`config.mk`:
```
export PLATFORM = sky130hd
export DESIGN_NAME = regfile_wb_queue
export DESIGN_NICKNAME = d
export VERILOG_FILES = /design/src/rtl/regfile_wb_queue.sv
export SDC_FILE = /design/constraint.sdc
export NUM_CORES = 1
export LEC_CHECK = 0
export CAP_MARGIN = 20
export CORE_AREA = 2 2 148 150
export DETAILED_ROUTE_END_ITERATION = 10
export DIE_AREA = 0 0 150 152
export DONT_BUFFER_PORTS = 1
export HOLD_SLACK_MARGIN = 0.02
export PLACE_DENSITY = 0.75
export SYNTH_ARGS = -nofsm -noshare
export SYNTH_HDL_FRONTEND = slang
export SYNTH_SLANG_ARGS = --single-unit
```
`constraint.sdc`:
```
create_clock -name i_clk -period 7.5 [get_ports i_clk]
set_input_delay 1.875 -clock i_clk [delete_from_list [all_inputs] [get_ports i_clk]]
set_output_delay 1.875 -clock i_clk [all_outputs]
set_load 0.02 [all_outputs]
```
`src/rtl/regfile_wb_queue.sv`:
```
// rtl/regfile_wb_queue.sv - in-order write-back queue feeding active-low register file write ports
// Producers enqueue in index order; the oldest entries drain onto the lowest write ports.
module regfile_wb_queue #(
  parameter int DATA     = 32,
  parameter int ADDR     = 4,
  parameter int SRC      = 2,
  parameter int WRITE    = 1,
  parameter int CHK      = 2,
  parameter int DEPTH    = 4,
  parameter int ZERO_REG = 0
) (
  input  logic                       i_clk,
  input  logic                       i_reset,
  input  logic [SRC-1:0]             i_src_valid,
  output logic [SRC-1:0]             o_src_ready,
  input  logic [SRC-1:0][ADDR-1:0]   i_src_addr,
  input  logic [SRC-1:0][DATA-1:0]   i_src_data,
  output logic [WRITE-1:0][ADDR-1:0] o_waddr,
  output logic [WRITE-1:0]           o_we_,
  output logic [WRITE-1:0][DATA-1:0] o_wdata,
  input  logic [CHK-1:0][ADDR-1:0]   i_chk_addr,
  output logic [CHK-1:0]             o_chk_hit,
  output logic [CHK-1:0][DATA-1:0]   o_chk_data
);

  localparam int PW = $clog2(DEPTH);
  localparam int CW = PW + 1;

  logic [ADDR-1:0] r_addr [DEPTH];
  logic [DATA-1:0] r_data [DEPTH];
  logic [PW-1:0]   r_head;
  logic [PW-1:0]   r_tail;
  logic [CW-1:0]   r_count;

  logic [SRC-1:0]         w_enq;
  logic [SRC-1:0][PW-1:0] w_slot;
  logic [CW-1:0]          w_n_enq;
  logic [CW-1:0]          w_n_drain;
  logic [PW-1:0]          w_wptr;
  logic [PW-1:0]          w_fptr;
  logic                   w_active;

  // Ready comes only from the registered count so there is no src_valid -> src_ready path.
  always_comb begin
    o_src_ready = '0;
    w_enq       = '0;
    w_slot      = '0;
    w_n_enq     = '0;
    for (int i = 0; i < SRC; i++) begin
      o_src_ready[i] = (CW'(DEPTH) - r_count) > CW'(i);
      w_enq[i]       = i_src_valid[i] & o_src_ready[i] &
                       ~((ZERO_REG != 0) && (i_src_addr[i] == '0));
      w_slot[i]      = r_tail + w_n_enq[PW-1:0];
      if (w_enq[i]) w_n_enq = w_n_enq + CW'(1);
    end
  end

  always_comb begin
    w_n_drain = (r_count > CW'(WRITE)) ? CW'(WRITE) : r_count;
    o_we_     = '1;
    o_waddr   = '0;
    o_wdata   = '0;
    w_wptr    = '0;
    w_active  = 1'b0;
    for (int k = 0; k < WRITE; k++) begin
      w_wptr     = r_head + PW'(k);
      w_active   = CW'(k) < r_count;
      o_we_[k]   = ~w_active;
      o_waddr[k] = w_active ? r_addr[w_wptr] : '0;
      o_wdata[k] = w_active ? r_data[w_wptr] : '0;
    end
  end

  // Scan oldest to youngest so the last match left standing is the youngest one.
  always_comb begin
    o_chk_hit  = '0;
    o_chk_data = '0;
    w_fptr     = '0;
    for (int j = 0; j < CHK; j++) begin
      for (int e = 0; e < DEPTH; e++) begin
        w_fptr = r_head + PW'(e);
        if ((CW'(e) < r_count) && (r_addr[w_fptr] == i_chk_addr[j])) begin
          o_chk_hit[j]  = 1'b1;
          o_chk_data[j] = r_data[w_fptr];
        end
      end
      if ((ZERO_REG != 0) && (i_chk_addr[j] == '0)) begin
        o_chk_hit[j]  = 1'b0;
        o_chk_data[j] = '0;
      end
    end
  end

  always_ff @(posedge i_clk or posedge i_reset) begin
    if (i_reset) begin
      r_head  <= '0;
      r_tail  <= '0;
      r_count <= '0;
      for (int e = 0; e < DEPTH; e++) begin
        r_addr[e] <= '0;
        r_data[e] <= '0;
      end
    end else begin
      for (int i = 0; i < SRC; i++) begin
        if (w_enq[i]) begin
          r_addr[w_slot[i]] <= i_src_addr[i];
          r_data[w_slot[i]] <= i_src_data[i];
        end
      end
      r_head  <= r_head + w_n_drain[PW-1:0];
      r_tail  <= r_tail + w_n_enq[PW-1:0];
      r_count <= r_count + w_n_enq - w_n_drain;
    end
  end

endmodule

```
Word-level counts from Yosys, hierarchy flattened
Cells that the tools add are included.
{"block": "word_totals", "romBits": 0, "elab_cells": 124, "latchBits": 0, "mem_count": 0, "mem_bits_rw": 0, "reg_bits": 151}
{"block": "classes", "order_cmp": 15, "addsub": 10, "shift": 0, "n_eq_ne": 8, "n_mul": 0, "mux": 61, "div": 0, "n_bitwise": 9, "reduce_logical": 10}
{"op": "$mux 32", "count": 19}
{"op": "$bmux 32 s2", "count": 4}
{"op": "$bwmux 128", "count": 2}
{"op": "$mux 128", "count": 2}
{"op": "$demux 32 s2", "count": 2}
{"op": "$mux 4", "count": 11}
{"op": "$bmux 4 s2", "count": 4}
{"op": "$bwmux 16", "count": 2}
{"op": "$eq 4x4->1", "count": 8}
{"op": "$mux 16", "count": 2}
{"op": "$ge 3x3->1 const B", "count": 6}
{"op": "$not 2->3", "count": 6}
{"op": "$demux 4 s2", "count": 2}
{"op": "$logic_and 1x1->1", "count": 10}
{"op": "$gt 3x1->1 const B", "count": 3}
{"op": "$mux 1", "count": 9}
{"op": "$lt 1x3->1 const A", "count": 2}
{"op": "$lt 2x3->1 const A", "count": 2}
{"op": "$lt 3x1->1 const B", "count": 2}
{"op": "$mux 3", "count": 2}
{"op": "$add 2x2->2", "count": 2}
{"op": "$add 2x2->2 const B", "count": 2}
{"op": "$add 3x3->3", "count": 1}
{"op": "$sub 3x3->3", "count": 1}
{"op": "other kinds (6)", "count": 7}

Logic depth before layout (Yosys ltp)
{"block": "logic_depth", "word_depth": 12, "depth_mapped": 13, "depth_no_buf": 13}

Worst setup path before layout
No wires, ideal clock.
{"block": "synth_timing", "path_kind": "input-to-output", "startpoint": "in i_chk_addr[0] in the netlist's numbering", "endpoint": "out o_chk_data[1] in the netlist's numbering", "required_ns": 5.625, "path_buffers": 3, "arrival_time_ns": 3.367, "stages": 8, "path_slack_ns": 2.258, "cell_sequence": "clkbuf_1 -> xnor2_1 -> nand4_1 -> nand2b_1 -> clkbuf_1 -> buf_2 -> mux2i_1 -> o221ai_1"}
{"item": "from (decl)", "line_no": "21", "text": "input logic [CHK-1:0][ADDR-1:0] i_chk_addr,"}
{"item": "to (decl)", "line_no": "23", "text": "output logic [CHK-1:0][DATA-1:0] o_chk_data"}

==> qor.yml <==
clkSlewWorstSetupHoldPaths_ns: 0.06
antenna_found_initial: 0
finalWeightedCongestion: 0.885
final_min_period_over_clock_period_pct: 80.7
drt_iter0_drc: 801
drive_above_1_share_pct: 8.57
count_of_input_and_output_buffers: 0
start_kind: "flop"
timing.critical_path.to_type: "output port"
synth.ff_latch_count: 151
global_route.overflow_total: 0
crit_arrival_ns: 4.18
max-slew-margin-rel_pct: 21.5
core_area_mm2: 0.0214
ys_seq_area_share_pct: 30.2
synthDominantAreaCellType: "dfrtp_1"
postSynthNetCount: 1549
cts-root-buf: "clkbuf_16"
synthDistinctLibCells: 41
rr_worst_depth: 10
dp_hpwl_um: 23000
worst_hold_path_type: "flop to flop"
criticalPathCategory: "flop to output port"
core.rowCount: 54
grt_usage_pct: 31.3
first_pass_iteration_count_of_the_detailed_router: 5
wirelength_um: 35800
post-route-min-period_ns: 6.05
tritoncts_clock_tree: "yes"
drt-vias-per-instance: 6.50
clock_skew_ns: 0.00744
holdPathStages: 2
yosysTopAreaCellShare_pct: 30.2
hold_buffer_count_at_cts: 0
async_flop_share_pct: 100
syn_to_final_growth_pct: 4.68
post_drt_wl_per_cell_um: 21.6
setup_tns_ns: 0
pin_count: 189
drc: 0
drt.antenna.violating_nets: 0
final_net_count: 1457
timing_hold_violations_final: 0
ys.flop_type: "dfrtp_1"
critical_path.max_fanout: 57
report.final.slew_viol_count: 0
floorplan.initialDensity_pct: 58.6
netlist_instances: 1456
status: "finished, final reports clean"
die_area_mm2: 0.0228
drv.max_cap_violation_count: 0
synth-edff-count: 0
cts-buffers-inserted: 17
dieWidth_um: 150
cts.sink_count: 151
insertedDiodeCount: 0
postSynthAreaPerCell_um2: 8.59
max_freq_mhz: 165
post_cts_resized: 0
required_ns: 5.62
grt_setup_unrepaired: "no"
synth.cell_area_mm2: 0.0125
grt_max_degree: 88
grt_first_pass_wirelength_um: 56600
first_global_vias: 10300
synth_top_cells_by_area: "dfrtp_1 30%, mux2i_1 22%, a21oi_1 9.4%"
insertion_delay_ns: 0.42
max_slew.worst_pin.slew_ns: 1.17
cts.repair_timing.setup_buffer_count: 0
die_height_um: 152
ys_warn_count: 0
timing.final.setup_violations: 0
routed-via-count: 10800
cts.htree.levels: 4
cts.path.max_buffers: 2
[cell usage in the layout (no fill, tap or decap), types with 21 or more instances in the layout]
cell and n:
nand2_1 104, nor2b_1 32, and2_1 35, o221ai_1 59
mux2i_1 276, buf_4 21, nor2_1 183, mux2_2 32
dfrtp_1 149, o21ai_0 32, a21oi_1 236, a211oi_1 60
xnor2_1 25
[worst paths after layout]
kind	startpoint	to	slack, ns
worst min-delay path	r_data[108]	r_data[108]	0.60
min in group asynchronous	i_reset	r_data[58]	1.46
worst max register to register	r_count[0]	r_data[92]	4.16
worst min register to register	r_data[108]	r_data[108]	0.60
max in group asynchronous	i_reset	r_data[22]	4.61
worst max-delay path	r_head[0]	o_chk_data[38]	1.45
[synthesized netlist by cell type (32+ instances only)]
| library cell | n |
|---|---|
| mux2i_1 | 276 |
| a21oi_1 | 236 |
| nor2_1 | 186 |
| dfrtp_1 | 151 |
| nand2_1 | 104 |
| clkbuf_1 | 75 |
| a211oi_1 | 60 |
| o221ai_1 | 59 |
| and2_1 | 35 |
| buf_2 | 34 |
| mux2_2 | 32 |
| nor2b_1 | 32 |
| o21ai_0 | 32 |
[flip-flops by register name, summed over array words and instances (netlist names)]
register	cells
r_tail	2
r_addr	16
r_count	3
r_head	2
r_data	128
[cell type report]
class | instances | area, µm²
timing repair buffer | 21 | 158
clock buffer | 20 | 437
inverter | 12 | 52.6
fill | 1865 | 8260
tap | 280 | 350
multi-input combinational | 1161 | 8130
clock inverter | 12 | 178
sequential | 151 | 3790
[critical path, stage by stage, from the launching register on]
cell,delay [ns]
dfrtp_4,0.87
mux4_2,0.63
xor2_1,0.17
nor3_2,0.21
and3_2,0.84
o211ai_1,0.26
buf_4,0.27
o221ai_1,0.48
[metrics by stage]
stage               cells  instance area, µm²  hold WS [ns]  worst slack, ns  util (%)
CTS                  1657               13100         0.600             1.48      61.3
floorplan            1456               12500         0.488             1.56         -
global route         1657               13100         0.625             1.24      61.3
finish               1657               13100         0.599             1.45      61.3
detailed placement   1625               12500         0.586             1.59      58.4
global placement     1625               12500         0.569             1.63      58.4
[logic make-up after synthesis]
group / share of synthesized area [%]
compound gates: 19.4
fa+ha+maj: 0.960
flops: 30.2
simple gates: 13.4
mux: 27.9
buf+inv: 5.23
xor+xnor: 2.87
[per-layer routing]
layer  global-route usage, %  part of all wire, %  up-vias
li1                        -                    -     5099
met3                    7.36                  8.1       55
met4                    11.1                  2.5        0
met5                       0                    0        -
met1                    40.2                   42     5162
met2                    51.7                   48      449
Power is not shown: default switching activity piles up to over one toggle a cycle in this logic, so the estimate is an artifact.
